File: config.mk
export PLATFORM = sky130hd
export DESIGN_NAME = fp_mul_arbiter
export DESIGN_NICKNAME = d
export VERILOG_FILES = /design/src/rtl/fp_mul_arbiter.sv
export SDC_FILE = /design/constraint.sdc
export NUM_CORES = 1
export LEC_CHECK = 0
export ABC_AREA = 1
export BUFFER_PORTS_ARGS = -buffer_cell sky130_fd_sc_hd__buf_2
export CORE_MARGIN = 1
export CORE_UTILIZATION = 25
export DETAILED_ROUTE_END_ITERATION = 6
export SETUP_SLACK_MARGIN = 0.2
export SKIP_LAST_GASP = 1
export SYNTH_ARGS = -nofsm -noshare
export SYNTH_HDL_FRONTEND = slang
export SYNTH_SLANG_ARGS = --single-unit
File: constraint.sdc
create_clock -name clk -period 3.1 [get_ports clk]
set_input_delay 0.62 -clock clk [delete_from_list [all_inputs] [get_ports clk]]
set_output_delay 0.62 -clock clk [all_outputs]
set_load 0.1 [all_outputs]
File: src/rtl/fp_mul_arbiter.sv
// Round-robin arbiter sharing one fixed-latency FP32 multiplier among NUM_REQ requesters.
// Latency: transfer in cycle T -> issue in T+1 -> one-hot response pulse in T+2+MUL_LATENCY.
// Backpressure: one combinational grant per cycle; responses cannot be stalled. Optional FPMUL_ARB_CHECK_EN builds the err checker.
module fp_mul_arbiter #(
    parameter int NUM_REQ     = 4,
    parameter int MUL_LATENCY = 4,
    parameter int ID_W        = 2
) (
    input  logic                    clk,
    input  logic                    rst,
    input  logic [NUM_REQ-1:0]      req_valid,
    input  logic [32*NUM_REQ-1:0]   req_a,
    input  logic [32*NUM_REQ-1:0]   req_b,
    output logic [NUM_REQ-1:0]      req_ready,
    output logic [NUM_REQ-1:0]      resp_valid,
    output logic [31:0]             resp_data,
    output logic [31:0]             mul_a,
    output logic [31:0]             mul_b,
    output logic                    mul_in_valid,
    input  logic [31:0]             mul_result,
    input  logic                    mul_valid,
    output logic                    err
);

    localparam int LAST = MUL_LATENCY;

    logic [ID_W-1:0]              ptr;
    logic [NUM_REQ-1:0]           grant;
    logic [ID_W-1:0]              gnt_id;
    logic                         found;
    logic                         xfer;
    logic [31:0]                  sel_a;
    logic [31:0]                  sel_b;
    logic [LAST:0]                tag_vld;
    logic [LAST:0][ID_W-1:0]      tag_id;

    // Position k steps after the pointer, wrapped into 0..NUM_REQ-1.
    function automatic int wrap_idx(input int p, input int k);
        int s;
        s = p + k;
        if (s >= NUM_REQ) s = s - NUM_REQ;
        return s;
    endfunction

    // First requesting slot at or after ptr wins; everything else stays low.
    always_comb begin
        grant  = '0;
        gnt_id = '0;
        found  = 1'b0;
        for (int k = 0; k < NUM_REQ; k++) begin
            if (!found && req_valid[wrap_idx(int'(ptr), k)]) begin
                found                         = 1'b1;
                grant[wrap_idx(int'(ptr), k)] = 1'b1;
                gnt_id                        = ID_W'(wrap_idx(int'(ptr), k));
            end
        end
    end

    // Grants are suppressed while in reset so nothing can transfer then.
    assign req_ready = rst ? '0 : grant;
    assign xfer      = found & ~rst;
    assign sel_a     = req_a[32*gnt_id +: 32];
    assign sel_b     = req_b[32*gnt_id +: 32];

    // Pointer moves past the winner only when a transfer happens.
    always_ff @(posedge clk) begin
        if (rst)
            ptr <= '0;
        else if (xfer)
            ptr <= (gnt_id == ID_W'(NUM_REQ-1)) ? '0 : gnt_id + 1'b1;
    end

    // Issue stage: register the winning operands and the strobe.
    always_ff @(posedge clk) begin
        if (rst) begin
            mul_a        <= '0;
            mul_b        <= '0;
            mul_in_valid <= 1'b0;
        end else begin
            mul_in_valid <= xfer;
            if (xfer) begin
                mul_a <= sel_a;
                mul_b <= sel_b;
            end
        end
    end

    // Tag pipe mirrors the multiplier; the last stage lines up with mul_result.
    always_ff @(posedge clk) begin
        if (rst) begin
            tag_vld <= '0;
            tag_id  <= '0;
        end else begin
            tag_vld <= {tag_vld[LAST-1:0], xfer};
            tag_id  <= {tag_id[LAST-1:0], gnt_id};
        end
    end

    // Route the result back to its owner as a single-cycle pulse.
    always_ff @(posedge clk) begin
        if (rst) begin
            resp_valid <= '0;
            resp_data  <= '0;
        end else begin
            resp_valid <= '0;
            if (tag_vld[LAST]) begin
                resp_valid <= NUM_REQ'(1) << tag_id[LAST];
                resp_data  <= mul_result;
            end
        end
    end

`ifdef FPMUL_ARB_CHECK_EN
    localparam int CW = $clog2(MUL_LATENCY + 2) + 1;
    logic [CW-1:0] blank_cnt;
    logic          armed;

    assign armed = (blank_cnt == CW'(MUL_LATENCY + 1));

    // Hold off checking until stale multiplier outputs from before reset have drained.
    always_ff @(posedge clk) begin
        if (rst)
            blank_cnt <= '0;
        else if (!armed)
            blank_cnt <= blank_cnt + 1'b1;
    end

    // Sticky flag: multiplier strobe disagrees with the tag pipe.
    always_ff @(posedge clk) begin
        if (rst)
            err <= 1'b0;
        else if (armed && (mul_valid != tag_vld[LAST]))
            err <= 1'b1;
    end
`else
    logic unused_mul_valid;
    assign unused_mul_valid = mul_valid;
    assign err              = 1'b0;
`endif

endmodule

== Word-level counts from Yosys, hierarchy flattened ==
Cells that the tools add are included.
Word-level totals
  register bits: 118
  output and inout port bits: 106
  logic and storage cells: 99
Operators by class
  add/sub/neg operators: 8
  magnitude comparators: 16
  eq/ne operators: 1
  shift operators: 3
  multiplexer cells: 42
  bitwise operators: 6
  reduce and logical (&&, ||, !) cells: 11
Operators with widths (count)
  less-than comparator 32 x 4 -> 1 bit, second input constant: 8
  2-to-1 mux 32 bit: 8
  variable part select 128 x 8 -> 32 bit: 2
  greater-or-equal comparator 32 x 1 -> 1 bit, second input constant: 4
  2-to-1 mux 4 bit: 5
  2-to-1 mux 1 bit: 16
  OR 4 bit: 3
  subtractor 3 x 3 -> 4 bit, second input constant: 3
  2-to-1 mux 2 bit: 5
  greater-or-equal comparator 3 bit, second input constant: 3
  binary-select mux 1 bit (select 2 bit): 4
  demux 1 bit (select 2 bit): 4
  logical AND 1 bit: 7
  adder 2 x 2 -> 3 bit, second input constant: 2
  left shift 1 x 2 -> 4 bit, first input constant: 1
  subtractor 2 x 3 -> 4 bit, second input constant: 1
  adder 2 x 1 -> 3 bit, second input constant: 1
  greater-or-equal comparator 2 x 3 -> 1 bit, second input constant: 1
  zero test 1 bit: 3
  adder 2 x 1 -> 2 bit, second input constant: 1
  == test 2 bit, second input constant: 1
  NOT 1 bit: 2
  OR reduction 2 bit: 1
  bitwise AND 1 bit: 1

== Logic depth before layout (Yosys ltp) ==
  depth after elaboration: 22
  depth in mapped cells: 17
  depth with buffers taken out: 14

== Worst setup path before layout ==
No wires, ideal clock.
  path kind: register to output
  from: register ptr[0]
  to: output port req_ready[0]
  arrival: 2249 ps
  slack: 231 ps
  stages on the path, launching flop included: 12
  path buffers: 1
  path through: dfxtp_1 -> buf_6 -> inv_6 -> ha_1 -> inv_1 -> nand2_1 -> nand2_2 -> nor3_1 -> nand2_1 -> o221ai_1 -> o21ai_0 -> inv_1
Between the ends
  word-level cells in the longest chain between the ends: 16
  elaborated cells between the ends (all ways): 68
  classes of those cells: add/sub (7); order compare (12); mux (36); bitwise (3); reduce/logical (10)
RTL lines
  from (decl): RTL line 27  | logic [ID_W-1:0] ptr;
  from (signal assigned): RTL line 70  | ptr <= (gnt_id == ID_W'(NUM_REQ-1)) ? '0 : gnt_id + 1'b1;
  parallel branches: the longest is 14 deep, another holds greater-or-equal comparator 32 x 1 -> 1 bit
  2-to-1 mux 4 bit *: RTL line 51  | if (!found && req_valid[wrap_idx(int'(ptr), k)]) begin
  2-to-1 mux 4 bit *: RTL line 60  | assign req_ready = rst ? '0 : grant;
  to (decl): RTL line 14  | output logic [NUM_REQ-1:0] req_ready,
Mark *: on every way between the ends. The select of a mux whose other input is x is not followed.

== Worst setup path in the final report ==
  from: register ptr[0]
  to: output port req_ready[2]
Same word-level chain as after synthesis.

==> impl_results.md <==
* Met3 Wirelength at about 2000 µm
* Clock Skew at approximately 0.01 ns
* Endpoint class of the critical path: output port
* Vias in the first global route at around 8700
* Commonest cells post-synth: nand2_1, inv_1, nand3_1
* Setup crit start kind: flip-flop
* First-pass DRT Iterations at 7
* Final nets at a little under 2000
* Largest cells by area after synthesis: dfxtp_1, nand2_1, inv_1, nand3_1, nand4_1
* Number of flops mapped to enable cells by yosys at 0
* Die area at between 0.03 and 0.04 mm²
* Cells after DPL at approximately 2000
* Net Sw Power at approximately 9.1 mW
* Clock network fraction of design power at a little over an eighth
* Worst-margin pin slew at 0.779 ns
* Status: completed
* CTS root buffer: clkbuf_16
* CP Class: reg -> out
* Synth cell types at 29
* Arr. time, crit path at 2.12 ns
* CP Max Fanout at 9
* HPWL reported at the end of detailed placement at roughly 20000 µm
* Mapped Avg Cell Area at roughly 5.7 µm²
* F_max at 365 MHz
* Routed via count at 9250
* RD Place Congestion at a little under 0.9
* Sw frac at between 50% and 60%
* Number of diodes at 0
* Slowest CP cell: dfxtp_2
* Initial Util at 25.6%
* Synth-to-Final Area Change at 40.7%
* Setup-failing EPs final at 0
* # H-tree levels at 4
* Slowest stage delay, CP at around 0.36 ns
* Rows at 63
* Top Layer Used: met4
* Logic pwr share at around 72%
* TritonCTS clock tree: yes
* Port bufs at between 300 and 400
* Initial drt markers at 402
* GRT Util Overall at 18.0%
* Final period util at roughly nine tenths
* Yosys warns at 0
* CTS Buf Count at 17
* CP cell instances: inv_6 -> ha_4 -> inv_1 -> nand3_1 -> nand2_1 -> nor2_2 -> inv_2 -> o22ai_1 -> a21oi_1 -> o21ai_1 -> nand2_1 -> inv_2 -> buf_12
* DRC viols at 0
* Non-filler cells, final at approximately 2100
* Seq cells post-synth at about 120
* Maximum number of pins on one net before global-route repair at 73
* Fin crit period at between 2 and 3 ns
* Share of cells above drive strength 1 at approximately 29%
* CTS Buffer Depth at 2
* Clock sink total at approximately 120
* Max_slew headroom at approximately 48%
* Clock Latency Late Sink at roughly 0.41 ns
* Final TNS setup at 0 ns
* DRT met1 WL at 12500 µm
* Worst vdd ir at between 500 and 600 µV
* Synth area leader: dfxtp_1
* Final Util at between 30% and 40%
* Count leader, synth: nand2_1
* Core ar. at roughly 0.030 mm²
* DR WL met2 at 13200 µm
* Max Slew Vio Count at 0
* IO Pins at about 400
* RSZ-0062 raised after global routing: true
* Max-Cap Viols at 0
* Syn nets at 1633
* Die Y at between 150 and 200 µm
* Die width at 177 µm
* Wire per inst at about 14 µm
* Internal at between 6 and 7 mW
* Final ANT Viol Nets at 0
* Reg clk slew, reported paths at approximately 0.060 ns
* Cell count after synthesis at around 1300
* Static leakage at around 6.7 nW
* Pwr/cell area at 1420 mW/mm²
* Proportion of synthesized flip-flops having asynchronous set or reset at 0%
* Fin. Hold Viols at 0
* Synthesized cell area at 0.00764 mm²
* Initial antenna violation count at 0
* Seq pwr share at between 10 and 15%
* Post-DR vias/cell at about 4.4
* Register area share after synthesis at ~31%
* Global-route wire length before repair at roughly 44000 µm
* Worst min-delay path class: reg -> reg
* Total Wirelength at ~28000 µm
* Grt ovf at 0
* Synth Flop Type: dfxtp_1
* Post-synth top area share at a little under a third
* CP required at about 2.5 ns
==> layout make-up <==
type,instances,area (µm²)
well taps,390,488
fillers,3363,19100
flip-flops and latches,117,2350
multi-input cells,827,3790
inverters,300,1130
clock inverters,13,171
clock buffers,19,443
repair buffers,425,2380
==> stage by stage <==
stage	area, µm²	hold WS [ns]	power, mW	setup WS [ns]
final	10800	0.401	15.3	0.361
after global routing	10800	0.410	16.6	0.190
after CTS	10700	0.402	15.4	0.206
after detailed placement	10100	0.393	13.1	0.251
after global placement	10100	0.389	13.1	0.298
after floorplan	7640	0.388	10.5	0.231
==> power groups by stage <==
| stage | sequential, mW | clock, mW | combinational (mW) |
|---|---|---|---|
| 3_3_place_gp | 2.15 | 0 | 10.9 |
| 6_report | 2.14 | 2.10 | 11.0 |
| 5_1_grt | 2.19 | 2.25 | 12.1 |
| 2_1_floorplan | 4.61 | 0 | 5.94 |
| 3_5_place_dp | 2.17 | 0 | 10.9 |
| 4_1_cts | 2.15 | 2.18 | 11.0 |
==> sequential cells by signal (all words and copies together), names as in the netlist <==
signal,count
ptr,2
tag_id,10
mul_b,32
tag_vld,5
resp_valid,4
resp_data,32
mul_a,32
==> worst max-delay path: cells and delay by family (launching register included) <==
| family | cells | cell delay, ns |
|---|---|---|
| and+or+nand+nor | 4 | 0.37 |
| AOI/OAI and AO/OA | 3 | 0.24 |
| adders and majority gates | 1 | 0.29 |
| DFF | 1 | 0.36 |
| buffers and inverters | 5 | 0.46 |
==> final timing paths <==
path | start | endpoint | slack, ns | depth (start not counted)
max | ptr[0]$_SDFFE_PP0P_ | req_ready[2] | 0.36 | 13
min | tag_id[6]$_SDFF_PP0_ | tag_id[8]$_SDFF_PP0_ | 0.40 | 2
max reg2reg | ptr[0]$_SDFFE_PP0P_ | mul_a[0]$_SDFFE_PP0P_ | 0.46 | 16
min reg2reg | tag_id[6]$_SDFF_PP0_ | tag_id[8]$_SDFF_PP0_ | 0.40 | 2
==> repair_timing <==
item                       4_1_cts  5_1_grt
pin swaps                        1        1
hold buffers                     0        0
buffers inserted                 1        1
setup endpoints to repair        4       13
resized for setup                5       13
==> layer usage <==
| layer | vias to the layer above | GRT usage (%) |
|---|---|---|
| li1 | 4758 | - |
| met1 | 4107 | 21.5 |
| met2 | 341 | 30.8 |
| met3 | 44 | 4.47 |
| met4 | 0 | 7.11 |
| met5 | - | 0 |
==> placed cells by master (no fill, tap or decap), drive strengths merged <==
master    instances
buf             425
nand2           406
inv             303
nand3           206
dfxtp           117
nor2             86
nand4            68
o21ai            40
clkbuf           19
a21oi             5
ha                5
clkinv            5
bufinv            3
o22ai             3
a211oi            2
clkinvlp          2
nand3b            2
a31oi             1
nor3              1
o221ai            1
conb              1
==> kinds of logic after synthesis <==
logic type,synth area share [%]
DFF,30.7
AOI/OAI and AO/OA,3.59
adders and majority gates,0.819
buffers and inverters,20.7
and+or+nand+nor,44.2
other,0.0491
Note: power is estimated with default switching activity, not from simulation.
